**src/rtl/uart_alu_pkg.sv**
```systemverilog
// Shared types and helpers for the UART/ALU frame controller.
package uart_alu_pkg;

  localparam int unsigned BYTE_W = 8;

  typedef enum logic [2:0] {
    RX_OPC,
    RX_A,
    RX_B,
    EXEC,
    TX
  } state_e;

  function automatic int unsigned bytes(input int unsigned n);
    return n / BYTE_W;
  endfunction

endpackage

```
**src/rtl/uart_alu_timeout.sv**
```systemverilog
// Idle counter with synchronous clear and enable.
// o_tc is high during the TIMEOUT_CYC-th consecutive enabled cycle.
module uart_alu_timeout #(
  parameter int unsigned TIMEOUT_CYC = 1000
) (
  input  logic i_clock,
  input  logic i_reset,
  input  logic i_clear,
  input  logic i_enable,
  output logic o_tc
);

  localparam int unsigned CW = $clog2(TIMEOUT_CYC + 1);

  logic [CW-1:0] cnt_q, cnt_d;

  assign o_tc = i_enable && !i_clear && (cnt_q == CW'(TIMEOUT_CYC - 1));

  always_comb begin
    cnt_d = cnt_q;
    if (i_clear || o_tc) begin
      cnt_d = '0;
    end else if (i_enable) begin
      cnt_d = cnt_q + 1'b1;
    end
  end

  always_ff @(posedge i_clock or posedge i_reset) begin
    if (i_reset) begin
      cnt_q <= '0;
    end else begin
      cnt_q <= cnt_d;
    end
  end

endmodule

```
**src/rtl/uart_alu_frame_ctrl.sv**
```systemverilog
// Frame controller between UART RX/TX FIFOs and an ALU: opcode + A + B in, result out, LSB first.
// Optional inter-byte timeout on partial frames when UART_ALU_TIMEOUT_EN is defined.
module uart_alu_frame_ctrl
  import uart_alu_pkg::*;
#(
  parameter int unsigned N           = 8,
  parameter int unsigned OPC_N       = 6,
  parameter int unsigned ALU_LAT     = 1,
  parameter int unsigned TIMEOUT_CYC = 1000
) (
  input  logic             i_clock,
  input  logic             i_reset,
  input  logic [7:0]       i_rx_data,
  input  logic             i_rx_empty,
  output logic             o_rx_rd,
  output logic [N-1:0]     o_alu_a,
  output logic [N-1:0]     o_alu_b,
  output logic [OPC_N-1:0] o_alu_opc,
  input  logic [N-1:0]     i_alu_result,
  output logic [7:0]       o_tx_data,
  output logic             o_tx_wr,
  input  logic             i_tx_full,
  output logic             o_busy,
  output logic [15:0]      o_frame_cnt,
  output logic             o_timeout_err
);

  localparam int unsigned NB      = bytes(N);
  localparam logic [3:0]  LAST_BC = 4'(NB - 1);

  state_e           state_q, state_d;
  logic [3:0]       bc_q, bc_d;
  logic [3:0]       lat_q, lat_d;
  logic [OPC_N-1:0] opc_sh_q, opc_sh_d, alu_opc_q;
  logic [N-1:0]     a_sh_q, a_sh_d, b_sh_q, b_sh_d;
  logic [N-1:0]     alu_a_q, alu_b_q, shift_q;
  logic [15:0]      frame_cnt_q;
  logic             rx_pop, tx_push, last_bc;
  logic             load_alu, load_res, frame_done, timeout;

  assign last_bc = (bc_q == LAST_BC);

  always_comb begin
    state_d    = state_q;
    bc_d       = bc_q;
    lat_d      = lat_q;
    opc_sh_d   = opc_sh_q;
    a_sh_d     = a_sh_q;
    b_sh_d     = b_sh_q;
    rx_pop     = 1'b0;
    tx_push    = 1'b0;
    load_alu   = 1'b0;
    load_res   = 1'b0;
    frame_done = 1'b0;
    unique case (state_q)
      RX_OPC: begin
        rx_pop = !i_rx_empty;
        if (rx_pop) begin
          opc_sh_d = i_rx_data[OPC_N-1:0];
          state_d  = RX_A;
        end
      end
      RX_A: begin
        rx_pop = !i_rx_empty;
        if (rx_pop) begin
          a_sh_d[bc_q*BYTE_W +: BYTE_W] = i_rx_data;
          bc_d = last_bc ? 4'd0 : bc_q + 4'd1;
          if (last_bc) state_d = RX_B;
        end
      end
      RX_B: begin
        rx_pop = !i_rx_empty;
        if (rx_pop) begin
          b_sh_d[bc_q*BYTE_W +: BYTE_W] = i_rx_data;
          bc_d = last_bc ? 4'd0 : bc_q + 4'd1;
          if (last_bc) begin
            // Final byte goes straight through to the ALU outputs on the same edge.
            state_d  = EXEC;
            load_alu = 1'b1;
            lat_d    = 4'd0;
          end
        end
      end
      EXEC: begin
        if (lat_q == 4'(ALU_LAT)) begin
          load_res = 1'b1;
          bc_d     = 4'd0;
          state_d  = TX;
        end else begin
          lat_d = lat_q + 4'd1;
        end
      end
      TX: begin
        tx_push = !i_tx_full;
        if (tx_push) begin
          bc_d = last_bc ? 4'd0 : bc_q + 4'd1;
          if (last_bc) begin
            frame_done = 1'b1;
            state_d    = RX_OPC;
          end
        end
      end
      default: state_d = RX_OPC;
    endcase
    if (timeout) begin
      state_d = RX_OPC;
      bc_d    = 4'd0;
    end
  end

`ifdef UART_ALU_TIMEOUT_EN
  logic in_ab;
  assign in_ab = (state_q == RX_A) || (state_q == RX_B);

  uart_alu_timeout #(
    .TIMEOUT_CYC(TIMEOUT_CYC)
  ) u_timeout (
    .i_clock (i_clock),
    .i_reset (i_reset),
    .i_clear (!in_ab || rx_pop),
    .i_enable(in_ab && i_rx_empty),
    .o_tc    (timeout)
  );
`else
  logic unused_timeout_cyc;
  assign unused_timeout_cyc = ^TIMEOUT_CYC;
  assign timeout = 1'b0;
`endif

  always_ff @(posedge i_clock or posedge i_reset) begin
    if (i_reset) begin
      state_q     <= RX_OPC;
      bc_q        <= '0;
      lat_q       <= '0;
      opc_sh_q    <= '0;
      a_sh_q      <= '0;
      b_sh_q      <= '0;
      alu_opc_q   <= '0;
      alu_a_q     <= '0;
      alu_b_q     <= '0;
      shift_q     <= '0;
      frame_cnt_q <= '0;
    end else begin
      state_q  <= state_d;
      bc_q     <= bc_d;
      lat_q    <= lat_d;
      opc_sh_q <= opc_sh_d;
      a_sh_q   <= a_sh_d;
      b_sh_q   <= b_sh_d;
      if (load_alu) begin
        alu_opc_q <= opc_sh_d;
        alu_a_q   <= a_sh_d;
        alu_b_q   <= b_sh_d;
      end
      if (load_res) begin
        shift_q <= i_alu_result;
      end else if (tx_push) begin
        shift_q <= shift_q >> BYTE_W;
      end
      if (frame_done) frame_cnt_q <= frame_cnt_q + 16'd1;
    end
  end

  // Gated with reset so nothing moves through either FIFO while reset is held.
  assign o_rx_rd       = rx_pop && !i_reset;
  assign o_tx_wr       = tx_push && !i_reset;
  assign o_tx_data     = shift_q[7:0];
  assign o_alu_a       = alu_a_q;
  assign o_alu_b       = alu_b_q;
  assign o_alu_opc     = alu_opc_q;
  assign o_busy        = (state_q != RX_OPC);
  assign o_frame_cnt   = frame_cnt_q;
  assign o_timeout_err = timeout;

endmodule

```
**config.mk**
```make
export PLATFORM = sky130hd
export DESIGN_NAME = uart_alu_frame_ctrl
export DESIGN_NICKNAME = d
export VERILOG_FILES = /design/src/rtl/uart_alu_pkg.sv /design/src/rtl/uart_alu_timeout.sv /design/src/rtl/uart_alu_frame_ctrl.sv
export SDC_FILE = /design/constraint.sdc
export NUM_CORES = 1
export LEC_CHECK = 0
export BUFFER_PORTS_ARGS = -buffer_cell sky130_fd_sc_hd__buf_2
export CAP_MARGIN = 40
export CELL_PAD_IN_SITES_DETAIL_PLACEMENT = 1
export CELL_PAD_IN_SITES_GLOBAL_PLACEMENT = 1
export CORE_MARGIN = 8
export CORE_UTILIZATION = 35
export CTS_CLUSTER_DIAMETER = 40
export DETAILED_ROUTE_END_ITERATION = 8
export PLACE_DENSITY_LB_ADDON = 0.08
export SYNTH_ARGS = -nofsm -noshare
export SYNTH_HDL_FRONTEND = slang
export SYNTH_SLANG_ARGS = --single-unit
```
**constraint.sdc**
```tcl
create_clock -name i_clock -period 2.9 [get_ports i_clock]
set_input_delay 0.58 -clock i_clock [delete_from_list [all_inputs] [get_ports i_clock]]
set_output_delay 0.58 -clock i_clock [all_outputs]
set_load 0.005 [all_outputs]
```
# == Yosys cells after proc, flatten, opt, wreduce, memory -nomap -nowiden ==
# Cells that the tools add are included.
# op_classes
addsub,4
n_eq_ne,15
shifts,2
n_mux,37
n_reduce_logical,16
# op_table
operator,n
2-to-1 mux 8 bit,6
negator 7 -> 34 bit,1
"variable shift 8 x 34 -> 8 bit, first input constant",1
indexed part select 8 x 34 -> 8 bit,1
2-to-1 mux 4 bit,7
2-to-1 mux 3 bit,8
"inequality test 2 bit, second input constant",10
"adder 16 x 1 -> 16 bit, second input constant",1
bitwise mux 8 bit,2
one-hot mux 3 bit (5 select lines),1
2-to-1 mux 6 bit,2
one-hot mux 4 bit (3 select lines),1
2-to-1 mux 1 bit,9
"adder 4 x 1 -> 4 bit, second input constant",2
one-hot mux 4 bit (2 select lines),1
AND reduction 4 bit,2
AND reduction 8 bit,1
"equality test 3 x 2 -> 1 bit, second input constant",2
nonzero test 3 bit,2
"equality test 4 x 1 -> 1 bit, second input constant",1
zero test 4 bit,1
nonzero test 2 bit,2
"equality test 3 x 1 -> 1 bit, second input constant",1
"equality test 3 bit, second input constant",1
other kinds (5),8
# word_totals
ff_bits,79
inputBits,20
out_inout_bits,50
wordCells,85

# == Depth between registers and ports, before layout ==
# Gate-level depths: netlist (run 1).
# depth
ltp_word,5
depth_mapped,10
ltp_nobuf,8

# == Worst setup path before layout (run 1) ==
# No wires, ideal clock.
# synth_path
path_kind,flip-flop to flip-flop
from,reg bc_q[0]
to,reg a_sh_q[0]
setup_ps,125
arrival_ps,2470
t_required_ps,2775
setup_slack_ps,306
path_stages_with_launch,11
path_buffers,2
synth_period_minus_slack_ps,2594
path_cell_list,dfrtp_1 -> inv_1 -> ha_1 -> or3b_1 -> buf_4 -> ha_1 -> nor3b_1 -> and3_1 -> buf_2 -> nand3_2 -> mux2_2
# synth_between
elab_chain_cells,5
elab_cells_between_ends,6
classes_between,add/sub: 1; shift: 2; mux: 3
# synth_lines
item,line_no,source
start: declaration,uart_alu_frame_ctrl.sv:32,"logic [3:0] bc_q, bc_d;"
start signal: assignment,uart_alu_frame_ctrl.sv:133,bc_q <= '0;
start signal: assignment,uart_alu_frame_ctrl.sv:145,bc_q <= bc_d;
negator 7 -> 34 bit (*),uart_alu_frame_ctrl.sv:66,a_sh_d[bc_q*BYTE_W +: BYTE_W] = i_rx_data;
indexed part select 8 x 34 -> 8 bit / variable shift 8 x 34 -> 8 bit (equally long branches),uart_alu_frame_ctrl.sv:66,
bitwise mux 8 bit (*),uart_alu_frame_ctrl.sv:66,
2-to-1 mux 8 bit (*),uart_alu_frame_ctrl.sv:65,if (rx_pop) begin
2-to-1 mux 8 bit (*),uart_alu_frame_ctrl.sv:55,unique case (state_q)
net a_sh_d[0],uart_alu_frame_ctrl.sv:35,"logic [N-1:0] a_sh_q, a_sh_d, b_sh_q, b_sh_d;"
end signal: assignment,uart_alu_frame_ctrl.sv:148,a_sh_q <= a_sh_d;
end: declaration,uart_alu_frame_ctrl.sv:35,
# Mark *: on every way through the listed nets, which the timed path passes. The rest lies on a longest branch.
# A chain may end at the register's enable or synchronous reset.

# == Worst setup path after layout (run 1) ==
# layout_path
from,reg bc_q[0]
to,reg a_sh_q[6]
# Same word-level chain as after synthesis.

==> results.sh, run 1 <==
export IMPL_place_hpwl_mm=5.85
export IMPL_skew_ns=0.0136
export IMPL_die_area_um2=13400
export IMPL_htreeDepth=3
export IMPL_grt_util_all_layers=0.130
export IMPL_drv_cap=0
export IMPL_critical_path_class="register to register"
export IMPL_num_vias=2503
export IMPL_timing_fmax_ghz=0.391
export IMPL_yosys_register_bits=79
export IMPL_start_util=0.358
export IMPL_synthToLayoutAreaGrowth_pct=21.1
export IMPL_fin_util=0.434
export IMPL_ant_nets=0
export IMPL_rsz0062_at_grt="no"
export IMPL_synthDistinctLibCells=43
export IMPL_grt_pass1_vias=2767
export IMPL_fp_dieH_um=116
export IMPL_outcome="completed"
export IMPL_syn_avg_cell_area_um2=11.4
export IMPL_hold_viol=0
export IMPL_comb_power_share=0.228
export IMPL_gp_congestion=0.744
export IMPL_seq_area_frac_synth=0.567
export IMPL_clk_latency_ns=0.36
export IMPL_drc=0
export IMPL_hold_slack_ns=0.292
export IMPL_avgRoutedWirePerCell_um=15.6
export IMPL_cts_made_buffers=9
export IMPL_hold_buffers=0
export IMPL_nNetsFinal=407
export IMPL_cpMaxStageDelayCell="dfrtp_1"
export IMPL_multi_input_area_um2=1390
export IMPL_wl_mm=8.05
export IMPL_cts_root_buffer="clkbuf_8"
export IMPL_crit_chain="inv_1, ha_1, or3b_1, ha_1, nor3b_1, and3_1, nand3_2, mux2_2"
export IMPL_worst_ep_required_time_ns=3.15
export IMPL_clockPowerShare=0.307
export IMPL_min_path_type="input pin to asynchronous set/reset pin"
export IMPL_clock_path_buffers=2
export IMPL_cts_resized=0
export IMPL_min_period_over_period=0.883
export IMPL_power_density_nw_per_um2=679
export IMPL_synth_fp_nets=332
export IMPL_crit_arrival_ns=2.81
export IMPL_seqCellArea_um2=1980
export IMPL_die_x_um=116
export IMPL_path_max_fanout=8
export IMPL_drt_iter0_drc=85
export IMPL_power_switching_mw=0.848
export IMPL_yosysWarnings=0
export IMPL_wl_met3_um=504
export IMPL_overflow=0
export IMPL_cp_start_kind="register"
export IMPL_cp_end_kind="register"
export IMPL_switching_share=0.296
export IMPL_drive_gt1_frac=0.333
export IMPL_synth_edff_count=0
export IMPL_met2_wirelength_mm=3.66
export IMPL_syn_inst=305
export IMPL_cts_sinks=79
export IMPL_ys_top_cells_by_count="dfrtp_1, nand2_1, mux2_2"
export IMPL_synth_main_ff_cell="dfrtp_1"
export IMPL_syn_area_um2=3480
export IMPL_timing_max_transition_violations_final=0
export IMPL_synth_top_area_share=0.567
export IMPL_diodes=0
export IMPL_nFillCells=1112
export IMPL_path_common_cell="ha_1"
export IMPL_drt_first_pass_iters=5
export IMPL_grt_pass1_wl_mm=13.7
export IMPL_cts_tree="done"
export IMPL_finalSetupViolations=0
export IMPL_synthTopCellsByArea="dfrtp_1, mux2_2, nand2_1, xnor2_1, ha_1"
export IMPL_seqPwrFrac=0.465
export IMPL_leakagePower_nw=2.13
export IMPL_crit_family="simple AND/OR/NAND/NOR gates"
export IMPL_coreArea_um2=9730
export IMPL_p_total_mw=2.87
export IMPL_highest_layer="met4"
export IMPL_yosys_area_top_type="dfrtp_1"
export IMPL_worstMarginPinSlew_ns=0.615
export IMPL_met1Wirelength_mm=3.71
export IMPL_antenna_found_initial=0
export IMPL_synth_most_common_cell="dfrtp_1"
export IMPL_grt_max_degree=49
export IMPL_postCtsSetupRepairBufs=0
export IMPL_viasPerCell=4.84
export IMPL_relSlewSlack=0.590
export IMPL_io_pins=70
export IMPL_rows=36
export IMPL_tns_ns=0
export IMPL_async_flop_share=1.00
export IMPL_layout_min_cycle_time_ns=2.56
export IMPL_clk_pin_slew_worst_paths_ns=0.09
export IMPL_port_buffers=68
export IMPL_peakVddDrop_mv=0.265
export IMPL_worstPathBufferInverterCount=1
export IMPL_internal_power_mw=2.02
export IMPL_critPathMaxStageDelay_ns=0.42
-- state kept, by name, summed over array words and instances, names as in the netlist --
| signal | count |
|---|---|
| o_alu_opc | 6 |
| state_q | 3 |
| lat_q | 4 |
| o_tx_data | 8 |
| o_alu_b | 8 |
| opc_sh_q | 6 |
| o_alu_a | 8 |
| o_frame_cnt | 16 |
| b_sh_q | 8 |
| a_sh_q | 8 |
| bc_q | 4 |
-- power by group through the flow --
stage          logic [mW]  registers (mW)  clock network [mW]
6_report            0.653            1.33               0.879
5_1_grt             0.752            1.36               0.957
4_1_cts             0.664            1.34               0.913
3_5_place_dp        0.662            1.36                   0
3_3_place_gp        0.639            1.35                   0
2_1_floorplan       0.459            1.34                   0
-- cell families after synthesis --
group                    synth area share
XOR/XNOR                           0.0427
other                             0.00108
buffers and inverters              0.0338
adder cells (fa/ha/maj)            0.0251
AO/OA/AOI/OAI                      0.0718
AND/OR/NAND/NOR                     0.165
multiplexers                       0.0930
flip-flops                          0.567
-- cell type report --
| type | instances | area share |
|---|---|---|
| Clock buffer | 10 | 0.0302 |
| Multi-Input combinational cell | 200 | 0.329 |
| Inverter | 12 | 0.0110 |
| Timing Repair Buffer | 78 | 0.101 |
| Clock inverter | 5 | 0.0199 |
| Sequential cell | 79 | 0.469 |
| Tap cell | 133 | 0.0394 |
-- cells in the final DEF (no fill, tap or decap), types with 2 or more instances in the layout --
cell type   synthesis  layout
and4_1              3       3
bufinv_16           0       2
ha_1                7       7
nor2b_1             3       3
mux2i_1             2       2
a21oi_1             2       2
o21ai_0            17      17
inv_1              12      11
dfrtp_1            79      79
buf_4               4       9
nor2_1             18      18
xor2_1              5       5
clkinvlp_4          0       2
nand3b_1            3       3
mux2_2             27      27
nor3b_1             3       3
nor3_1              4       4
nand2_1            45      45
and3_1              2       2
o2bb2ai_1           3       3
clkbuf_8            0       9
or3b_2              3       3
nor4_4              2       2
nand3_1             7       7
nand4_1             6       6
a31oi_1             9       9
xnor2_1            12      12
buf_2               4      68
-- per-layer routing --
metal | global-route usage | vias to the layer above
li1 | - | 1200
met1 | 0.157 | 1237
met2 | 0.206 | 53
met3 | 0.0375 | 13
met4 | 0.0726 | 0
met5 | 0 | -
-- stage by stage --
| stage | instances | setup slack, ns | cell area (µm²) |
|---|---|---|---|
| floorplan | 305 | 0.297 | 3480 |
| global placement | 502 | 0.456 | 4010 |
| detailed placement | 502 | 0.359 | 4010 |
| CTS | 517 | 0.333 | 4220 |
| global route | 517 | 0.165 | 4220 |
| finish | 517 | 0.340 | 4220 |
-- path summary, 6_finish.rpt --
| kind | slack, ns | cells after the start | startpoint | to |
|---|---|---|---|---|
| setup reg to reg | 0.34 | 8 | bc_q[0]$_DFFE_PP0P_ | a_sh_q[6]$_DFF_PP0_ |
| max in group asynchronous | 1.97 | 3 | i_reset | o_tx_data[4]$_DFFE_PP0P_ |
| hold reg to reg | 0.47 | 1 | o_frame_cnt[15]$_DFFE_PP0P_ | o_frame_cnt[15]$_DFFE_PP0P_ |
| min in group i_clock | 0.43 | 3 | i_alu_result[6] | o_tx_data[6]$_DFFE_PP0P_ |
| setup / recovery | 0.34 | 8 | bc_q[0]$_DFFE_PP0P_ | a_sh_q[6]$_DFF_PP0_ |
| hold / removal | 0.29 | 2 | i_reset | state_q[1]$_DFFE_PP0P_ |
Power figures use the tool's default switching activity.
==> run 2, diff against run 1 <==
--- a/config.mk
+++ b/config.mk
@@ -7,8 +7,8 @@
 export LEC_CHECK = 0
 export BUFFER_PORTS_ARGS = -buffer_cell sky130_fd_sc_hd__buf_2
 export CAP_MARGIN = 40
-export CELL_PAD_IN_SITES_DETAIL_PLACEMENT = 1
-export CELL_PAD_IN_SITES_GLOBAL_PLACEMENT = 1
+export CELL_PAD_IN_SITES_DETAIL_PLACEMENT = 2
+export CELL_PAD_IN_SITES_GLOBAL_PLACEMENT = 2
 export CORE_MARGIN = 8
 export CORE_UTILIZATION = 35
 export CTS_CLUSTER_DIAMETER = 40
==> constraint.sdc (replaced) <==
create_clock -name i_clock -period 2.4 [get_ports i_clock]
set_input_delay 0.48 -clock i_clock [delete_from_list [all_inputs] [get_ports i_clock]]
set_output_delay 0.48 -clock i_clock [all_outputs]
set_load 0.005 [all_outputs]
==> run 2 against run 1 <==
Final area up 4.1%. Routed wire length up 21%. Register-to-register slack worse by 0.29 ns. Final cell count up 1.7%. Count of clock-buffer cells in the layout unchanged. Clock power up 37%. Worst setup slack worse by 0.29 ns. First-iteration DRC count down 14%. Die area unchanged. Largest cell class unchanged. Non-clock buffer count up 9. Highest routed layer unchanged.
==> results.sh, run 2 (synthesis results as in run 1) <==
export IMPL_outcome="completed"
export IMPL_cts_made_buffers=9
export IMPL_grt_util_all_layers=0.154
export IMPL_worstMarginPinSlew_ns=0.511
export IMPL_overflow=0
export IMPL_drc=0
export IMPL_cts_sinks=79
export IMPL_relSlewSlack=0.651
export IMPL_path_max_fanout=8
export IMPL_grt_pass1_vias=2984
export IMPL_clk_pin_slew_worst_paths_ns=0.08
export IMPL_place_hpwl_mm=7.18
export IMPL_tns_ns=0
export IMPL_dpl_cell_count=509
export IMPL_coreArea_um2=9730
export IMPL_power_density_nw_per_um2=873
export IMPL_min_period_over_period=0.978
export IMPL_cts_root_buffer="clkbuf_8"
export IMPL_io_pins=70
export IMPL_largest_reg_flops=16
export IMPL_grt_max_degree=36
export IMPL_gp_congestion=0.719
export IMPL_timing_fmax_ghz=0.426
export IMPL_timing_max_transition_violations_final=0
export IMPL_pre_cts_ws_ns=0.00389
export IMPL_peakVddDrop_mv=0.326
export IMPL_drt_first_pass_iters=4
export IMPL_skew_ns=0.00685
export IMPL_fp_dieH_um=116
export IMPL_num_vias=2616
export IMPL_diodes=0
export IMPL_hold_viol=0
export IMPL_ant_nets=0
export IMPL_grt_pass1_wl_mm=16.0
export IMPL_viasPerCell=4.97
export IMPL_cts_tree="done"
export IMPL_start_util=0.358
export IMPL_synthToLayoutAreaGrowth_pct=26.0
export IMPL_design_area_um2=4390
export IMPL_nFillCells=1063
export IMPL_clock_path_buffers=2
export IMPL_hold_buffers=0
export IMPL_crit_arrival_ns=2.59
export IMPL_port_buffers=68
export IMPL_drv_cap=0
export IMPL_clk_latency_ns=0.35
export IMPL_mostFrequentLayoutCell="dfrtp_1"
export IMPL_final_cells=526
export IMPL_avgRoutedWirePerCell_um=18.4
export IMPL_drt_iter0_drc=73
export IMPL_place_area_um2=4110
export IMPL_htreeDepth=3
export IMPL_drive_gt1_frac=0.372
export IMPL_critical_path_class="register to register"
export IMPL_min_path_type="input pin to asynchronous set/reset pin"
export IMPL_seqCellArea_um2=1980
export IMPL_multi_input_area_um2=1460
export IMPL_rows=36
export IMPL_die_area_um2=13400
export IMPL_p_total_mw=3.83
export IMPL_wl_mm=9.70
export IMPL_mostFrequentLayoutCells="dfrtp_1, buf_2, nand2_1"
export IMPL_nNetsFinal=416
export IMPL_worst_ep_required_time_ns=2.65
export IMPL_leakagePower_nw=2.20
export IMPL_antenna_found_initial=0
export IMPL_die_x_um=116
export IMPL_finalSetupViolations=0
export IMPL_cp_end_kind="register"
export IMPL_cp_start_kind="register"
export IMPL_fin_ws_ns=0.0519
export IMPL_layout_min_cycle_time_ns=2.35
## run 2: changes by cell type in the layout (fill, tap and decap cells not counted), moves of 2 or more
cell and change:
buf_4 +8, ha_1 -2, ha_4 +2, inv_1 -2, inv_2 +2
## run 2: worst max-delay path, cell delays in order (launching register included)
cell and delay, ns:
dfrtp_1 0.42, inv_2 0.11, ha_4 0.14, or3b_4 0.39, ha_4 0.23, nor3b_4 0.21, and3_4 0.25, nand3_4 0.14
mux2_4 0.33
## run 2: cell type report
| type | instances | area share |
|---|---|---|
| clock buffers | 10 | 0.0291 |
| well taps | 133 | 0.0379 |
| flip-flops and latches | 79 | 0.450 |
| multi-input cells | 200 | 0.332 |
| repair buffers | 87 | 0.116 |
| clock inverters | 5 | 0.0242 |
| inverters | 12 | 0.0111 |
## run 2: per-stage QoR
step / hold slack, ns / util
5_1_grt: 0.138 / 0.451
6_report: 0.137 / 0.451
4_1_cts: 0.127 / 0.447
3_3_place_gp: 0.457 / 0.422
2_1_floorplan: 0.443 / -
3_5_place_dp: 0.464 / 0.422
## run 2: power by group
group	internal (mW)	leakage (nW)	total (mW)	switching (mW)
combinational	0.471	1.03	1.01	0.539
sequential	1.50	1.05	1.63	0.129
clock	0.690	0.113	1.20	0.507
## run 2: path summary, 6_finish.rpt
| check | from | cells past startpoint | to | slack, ns |
|---|---|---|---|---|
| setup reg to reg | bc_q[0]$_DFFE_PP0P_ | 8 | a_sh_q[2]$_DFF_PP0_ | 0.05 |
| setup / recovery | bc_q[0]$_DFFE_PP0P_ | 8 | a_sh_q[2]$_DFF_PP0_ | 0.05 |
| min in group i_clock | i_alu_result[3] | 3 | o_tx_data[3]$_DFFE_PP0P_ | 0.33 |
| hold / removal | i_reset | 2 | state_q[1]$_DFFE_PP0P_ | 0.14 |
| hold reg to reg | o_frame_cnt[15]$_DFFE_PP0P_ | 1 | o_frame_cnt[15]$_DFFE_PP0P_ | 0.47 |
| max in group asynchronous | i_reset | 3 | lat_q[0]$_DFFE_PP0P_ | 1.72 |
## run 2: metal layers
metal  vias up  wire (µm)  GRT usage
li1       1215          -          -
met1      1346       4240      0.184
met2        50       4910      0.261
met3         5        479     0.0370
met4         0         63     0.0622
met5         -          0          0
## run 2: what timing repair did
item,in CTS,in global routing
endpoints found under the hold margin,0,0
setup endpoints to repair,6,14
cloned,0,0
buffers inserted,0,2
pin swaps,0,2
gates resized for setup,2,6
